[src/rtl/oser_pkg.sv]
// Shared types and helpers for the oser_gearbox_tx serializer.
package oser_pkg;

  typedef enum logic [0:0] {
    S_IDLE  = 1'b0,
    S_SHIFT = 1'b1
  } state_e;

  // Bit-counter width for a WIDTH-bit word; never below one bit.
  function automatic int unsigned cnt_width(input int unsigned width);
    return (width <= 32'd2) ? 32'd1 : 32'($clog2(width));
  endfunction

endpackage

[src/rtl/oser_hold_reg.sv]
// One-entry holding register between the upstream handshake and the shifter.
module oser_hold_reg #(
  parameter int unsigned WIDTH = 4
) (
  input  logic             clk,
  input  logic             rst,
  input  logic [WIDTH-1:0] din,
  input  logic             push,
  input  logic             pop,
  output logic             ready,
  output logic [WIDTH-1:0] data
);

  // ready is the registered empty flag, so the upstream sees no comb path from valid.
  always_ff @(posedge clk or posedge rst) begin
    if (rst) begin
      ready <= 1'b1;
      data  <= '0;
    end else if (pop) begin
      ready <= 1'b1;
    end else if (push) begin
      ready <= 1'b0;
      data  <= din;
    end
  end

endmodule

[src/rtl/oser_gearbox_tx.sv]
// Parallel-to-serial output gearbox: one WIDTH-bit word per WIDTH sclk cycles,
// gapless while words are queued, idle level plus underrun pulse otherwise.
module oser_gearbox_tx
  import oser_pkg::*;
#(
  parameter int unsigned WIDTH     = 4,
  parameter bit          MSB_FIRST = 1'b0,
  parameter logic        IDLE_VAL  = 1'b0
) (
  input  logic             sclk,
  input  logic             rst,
  input  logic [WIDTH-1:0] din,
  input  logic             dvalid,
  output logic             dready,
  output logic             dout,
  output logic             active,
  output logic             underrun
);

  localparam int unsigned CW = cnt_width(WIDTH);

  state_e           state;
  logic [WIDTH-1:0] shreg;
  logic [CW-1:0]    cnt;
  logic [WIDTH-1:0] hold_data;
  logic             hold_ready;
  logic             hold_full;
  logic             last_bit;
  logic             push;
  logic             pop;

  function automatic logic head(input logic [WIDTH-1:0] w);
    return MSB_FIRST ? w[WIDTH-1] : w[0];
  endfunction

  function automatic logic [WIDTH-1:0] advance(input logic [WIDTH-1:0] w);
    return MSB_FIRST ? (w << 1) : (w >> 1);
  endfunction

  assign hold_full = !hold_ready;
  assign dready    = hold_ready;
  assign push      = dvalid && hold_ready;
  assign last_bit  = (state == S_SHIFT) && (cnt == CW'(WIDTH - 1));
  assign pop       = hold_full && ((state == S_IDLE) || last_bit);

  oser_hold_reg #(.WIDTH(WIDTH)) u_hold (
    .clk   (sclk),
    .rst   (rst),
    .din   (din),
    .push  (push),
    .pop   (pop),
    .ready (hold_ready),
    .data  (hold_data)
  );

  // Shifter holds the bits not yet presented; dout always carries the current bit.
  always_ff @(posedge sclk or posedge rst) begin
    if (rst) begin
      state    <= S_IDLE;
      shreg    <= '0;
      cnt      <= '0;
      dout     <= IDLE_VAL;
      active   <= 1'b0;
      underrun <= 1'b0;
    end else begin
      underrun <= 1'b0;
      case (state)
        S_IDLE: begin
          if (hold_full) begin
            state  <= S_SHIFT;
            cnt    <= '0;
            dout   <= head(hold_data);
            shreg  <= advance(hold_data);
            active <= 1'b1;
          end
        end
        S_SHIFT: begin
          if (last_bit) begin
            cnt <= '0;
            if (hold_full) begin
              dout  <= head(hold_data);
              shreg <= advance(hold_data);
            end else begin
              state    <= S_IDLE;
              dout     <= IDLE_VAL;
              active   <= 1'b0;
              underrun <= 1'b1;
            end
          end else begin
            cnt   <= cnt + CW'(1);
            dout  <= head(shreg);
            shreg <= advance(shreg);
          end
        end
        default: state <= S_IDLE;
      endcase
    end
  end

endmodule
[config.mk]
export PLATFORM = sky130hd
export DESIGN_NAME = oser_gearbox_tx
export DESIGN_NICKNAME = d
export VERILOG_FILES = /design/src/rtl/oser_pkg.sv /design/src/rtl/oser_hold_reg.sv /design/src/rtl/oser_gearbox_tx.sv
export SDC_FILE = /design/constraint.sdc
export NUM_CORES = 1
export LEC_CHECK = 0
export ABC_AREA = 1
export BUFFER_PORTS_ARGS = -buffer_cell sky130_fd_sc_hd__buf_2
export CORE_AREA = 2 2 50 47
export DETAILED_ROUTE_END_ITERATION = 7
export DIE_AREA = 0 0 52 49
export PLACE_DENSITY = 0.5
export REMOVE_ABC_BUFFERS = 1
export SYNTH_ARGS = -nofsm -noshare
export SYNTH_HDL_FRONTEND = slang
export SYNTH_HIERARCHICAL = 1
export SYNTH_SLANG_ARGS = --single-unit
export TNS_END_PERCENT = 5
[constraint.sdc]
create_clock -name sclk -period 1.55 [get_ports sclk]
set_input_delay 0.31 -clock sclk [delete_from_list [all_inputs] [get_ports sclk]]
set_output_delay 0.31 -clock sclk [all_outputs]
set_load 0.02 [all_outputs]
### After elaboration in Yosys (flattened, before gate mapping)

Index checks and enable logic that the tools add are counted.

* $add $sub $neg: 1
* equality and inequality tests: 4
* muxes and demuxes: 22
* bitwise operators: 2
* reductions and logical operators: 8

Operators with widths (count)
* 1-bit two-way mux: 13
* 4-bit two-way mux: 2
* 4-bit case mux with 2 select lines: 1
* 1-bit case mux with 2 select lines: 3
* 2-bit two-way mux: 2
* 2-bit by 1-bit != test with 1-bit output, second input constant: 2
* 2-bit case mux with 2 select lines: 1
* 1-bit logical AND: 3
* 3-bit AND reduction: 1
* 2-bit by 1-bit adder with 2-bit output, second input constant: 1
* 2-bit == test, second input constant: 1
* 2-bit != test, second input constant: 1
* 1-bit NOT: 2
* 2-bit AND reduction: 1
* 2-bit nonzero test: 1
* 1-bit zero test: 1
* 1-bit logical OR: 1

* bits in registers: 15
* bits of input ports: 7
* output and inout port bits: 4
* logic and storage cells: 45

### Depth between registers and ports, before layout

* word-level depth: 6
* mapped depth: 9
* mapped depth without buffers: 9

### Cells and area by module

The synthesis kept the hierarchy.

Modules (own cells, without submodules)
* oser_gearbox_tx: times used 1, cells an instance 57, area an instance 484.2 µm², sequential area each 250.2 µm²
* oser_hold_reg: times used 1, cells an instance 22, area an instance 198.9 µm², sequential area each 126.4 µm²

### Worst setup path after synthesis

No wires, ideal clock.

* kind: register to register
* start: register cnt[0]
* end: register u_hold.data[1]
* setup time: 0.117 ns
* arrival time: 1.226 ns
* setup slack: 0.208 ns
* stages on the path, launching flop included: 10
* period minus slack after synthesis: 1.342 ns
* cells stage by stage: dfrtp_1 -> ha_1 -> inv_1 -> nand2_2 -> nand2_1 -> inv_1 -> inv_1 -> nand2_2 -> nand2_1 -> nand2_1

* cells in the longest elaborated chain, start to end: 6

RTL lines
* start, declared: line oser_gearbox_tx.sv:24 `logic [CW-1:0] cnt;`
* start signal, assigned: line oser_gearbox_tx.sv:90 `cnt <= cnt + CW'(1);`
* 2-bit == test: line oser_gearbox_tx.sv:43 `assign last_bit = (state == S_SHIFT) && (cnt == CW'(WIDTH - 1));`
* 1-bit logical AND: line oser_gearbox_tx.sv:43
* 1-bit logical OR: line oser_gearbox_tx.sv:44 `assign pop = hold_full && ((state == S_IDLE) || last_bit);`
* 1-bit logical AND: line oser_gearbox_tx.sv:44
* via pop: line oser_gearbox_tx.sv:30 `logic pop;`
* 1-bit NOT (no source line)
* 2-bit AND reduction (no source line)
* end signal, assigned: line oser_hold_reg.sv:23 `data <= din;`
* end, declared: line oser_hold_reg.sv:11 `output logic [WIDTH-1:0] data`

The timed path passes the listed nets, and every way through them passes these cells.
A chain may end at the register's enable or synchronous reset.

### Final worst setup path

Ends and elaborated chain as after synthesis.

==> metrics.md <==
| Metric | Value |
|---|---|
| Vias | `513` |
| Root Buffer | `clkbuf_4` |
| CTS tree | `built` |
| Final cell count without fillers | `122` |
| Number of remaining DRC errors | `0` |
| Flops & latches, synth | `15` |
| Post-DP Area | `771 um2` |
| Sequential share of the synthesized area | `55.1%` |
| Hold slack | `0.255 ns` |
| Die Height | `49 um` |
| Tot GR Track Use | `12.4%` |
| Share of layout cells above drive strength 1 | `27.4%` |
| Clock slew at reported path FFs | `0.09 ns` |
| Slew HR | `74.5%` |
| Gpl congestion | `0.695` |
| DRT Pass-1 Iters | `3` |
| Pin count of the biggest net entering global routing | `11` |
| Synth warn | `6` |
| Detail Placement HPWL | `905 um` |
| Syn Area/Cell | `8.65 um2` |
| Leakage | `0.441 nW` |
| DR WL/cell | `9.60 um` |
| Drt via density | `4.20` |
| Period utilization | `87.9%` |
| CTS Buf Count | `3` |
| Overall Power | `1.71 mW` |
| # nets final | `104` |
| Internal power | `0.987 mW` |
| Max Clock Skew | `0.00440 ns` |
| Area grow syn2layout | `18.1%` |
| Core area | `2060 um2` |
| Clock sink count | `15` |
| Cell Area, Synth | `683 um2` |
| Skew-Pair Late Insertion Delay | `0.28 ns` |
| Setup violators final | `0` |
| Final Cell Area | `807 um2` |
| Max Cap Violations | `0` |
| Antenna Nets Post-Route | `0` |
| Number of global-route vias before repair | `521` |
| Sw Share | `42.3%` |
| Iter 0 DRT Violations | `3` |
| Most frequent cells in the layout | `nand2_1 (20), dfrtp_1 (14), buf_2 (10)` |
| I/O Buffers | `10` |
| Setup_tns | `0 ns` |
| First-pass GRT wire length | `2260 um` |
| CP max FO | `6` |
| P per Cell Area | `2120 nW/um2` |
| CP Class | `register to register` |
| Max VDD drop | `0.864 mV` |
| Die width | `52 um` |
| Final slew viol count | `0` |
| Min Tclk post-route | `1.36 ns` |
| Hold Violations, Final | `0` |
| Crit start category | `register` |
| Most common cell after layout, fill and taps aside | `nand2_1` |
| RSZ-0062 raised after global routing | `false` |
| H-tree Lvls | `1` |
| Highest Clock Rate | `734 MHz` |
| Post-Route WL | `1170 um` |
| Gate power share | `46.3%` |
| Clock Tree Buf Depth | `2` |
| Worst Path Required | `1.73 ns` |
| N_diodes | `0` |
| Starting Density | `33.1%` |
| Clock group share of total power | `12.9%` |
| Yosys cell types | `15` |
| Status | `finished clean` |
| Critical Path End Type | `register` |
| # IOs | `11` |
| Gr ovfl total | `0` |
| Syn Inst Count | `79` |
| Post-route setup slack | `0.187 ns` |
| Measured slew at the worst slew-check pin | `0.382 ns` |
| Sequential Power Share | `40.7%` |
| Initial antenna violation count | `0` |
| Crit path DAT | `1.54 ns` |
| DP Cell Count | `117` |
| Hold Path Class | `primary input to register` |
| Die Footprint | `2550 um2` |
| Switching power | `0.723 mW` |
| Rows | `16` |
| Pre-CTS WS | `0.131 ns` |
| Final core occ | `39.1%` |
==> area by class of cell <==
class	count	area (um2)
Fill cell	222	1250
Sequential cell	15	377
Multi-Input combinational cell	52	254
Timing Repair Buffer	13	75.1
Inverter	11	41.3
Tap cell	27	33.8
Clock buffer	4	26.3
==> synth_stat cells, drive strengths merged <==
library cell   n  share of area, %
nand3          9               6.6
buf            1               1.6
inv           11               6.0
nand3b         2               2.2
dfstp          1               3.8
ha             1               1.8
nor2          12               8.4
dfrtp         14                51
o21ai          3               2.2
nand2         24                15
a21oi          1               1.3
==> cells by family (layout without fill, tap and decap cells) <==
kind of cell / Yosys count / after routing / synth area share [%]
flops: 15 / 15 / 55.1
buf+inv: 12 / 28 / 7.69
fa+ha+maj: 1 / 1 / 1.83
compound gates: 4 / 4 / 3.48
simple gates: 47 / 47 / 31.9
==> sequential cells by signal, summed over array words and instances (netlist names) <==
| signal | flops |
|---|---|
| underrun | 1 |
| cnt | 2 |
| state | 1 |
| shreg | 4 |
| dout | 1 |
| u_hold/data | 4 |
| u_hold/ready | 1 |
| active | 1 |
==> worst paths after layout <==
path / start / end / slack (ns) / cells past startpoint
setup / recovery: cnt[0]$_DFFE_PP0P_ / u_hold/data[1]$_DFFE_PP0P_ / 0.19 / 9
hold / removal: din[1] / u_hold/data[1]$_DFFE_PP0P_ / 0.25 / 3
setup reg to reg: cnt[0]$_DFFE_PP0P_ / u_hold/data[1]$_DFFE_PP0P_ / 0.19 / 9
hold reg to reg: u_hold/data[3]$_DFFE_PP0P_ / u_hold/data[3]$_DFFE_PP0P_ / 0.48 / 2
max in group asynchronous: rst / shreg[2]$_DFF_PP0_ / 0.73 / 3
min in group asynchronous: rst / u_hold/data[1]$_DFFE_PP0P_ / 0.47 / 3
==> layer usage <==
metal | track usage (%) | vias to the layer above | share of wire, %
li1 | - | 272 | -
met1 | 15.0 | 225 | 45
met2 | 18.1 | 11 | 46
met3 | 5.52 | 5 | 5.8
met4 | 6.58 | 0 | 2.6
met5 | 0 | - | 0
==> worst max-delay path: stages, from the launching register on <==
cell and delay, ns:
dfrtp_1 0.41, ha_1 0.25, inv_1 0.13, nand2_2 0.06, nand2_1 0.07, inv_1 0.05
inv_2 0.09, nand2_2 0.08, nand2_1 0.06, nand2_1 0.04
==> repair_timing <==
item / CTS / global route
hold buffers: 1 / 0
resized for setup: 0 / 1
setup endpoints to repair: 0 / 4
buffers inserted: 0 / 0
hold endpoints to repair: 4 / 0
==> power groups by stage <==
stage	registers [mW]	logic (mW)	clock network, mW
3_3_place_gp	0.703	0.803	0
6_report	0.696	0.792	0.221
4_1_cts	0.698	0.805	0.240
2_1_floorplan	0.758	0.519	0
3_5_place_dp	0.706	0.802	0
5_1_grt	0.727	0.933	0.255
Note: power is estimated with default switching activity, not from simulation.
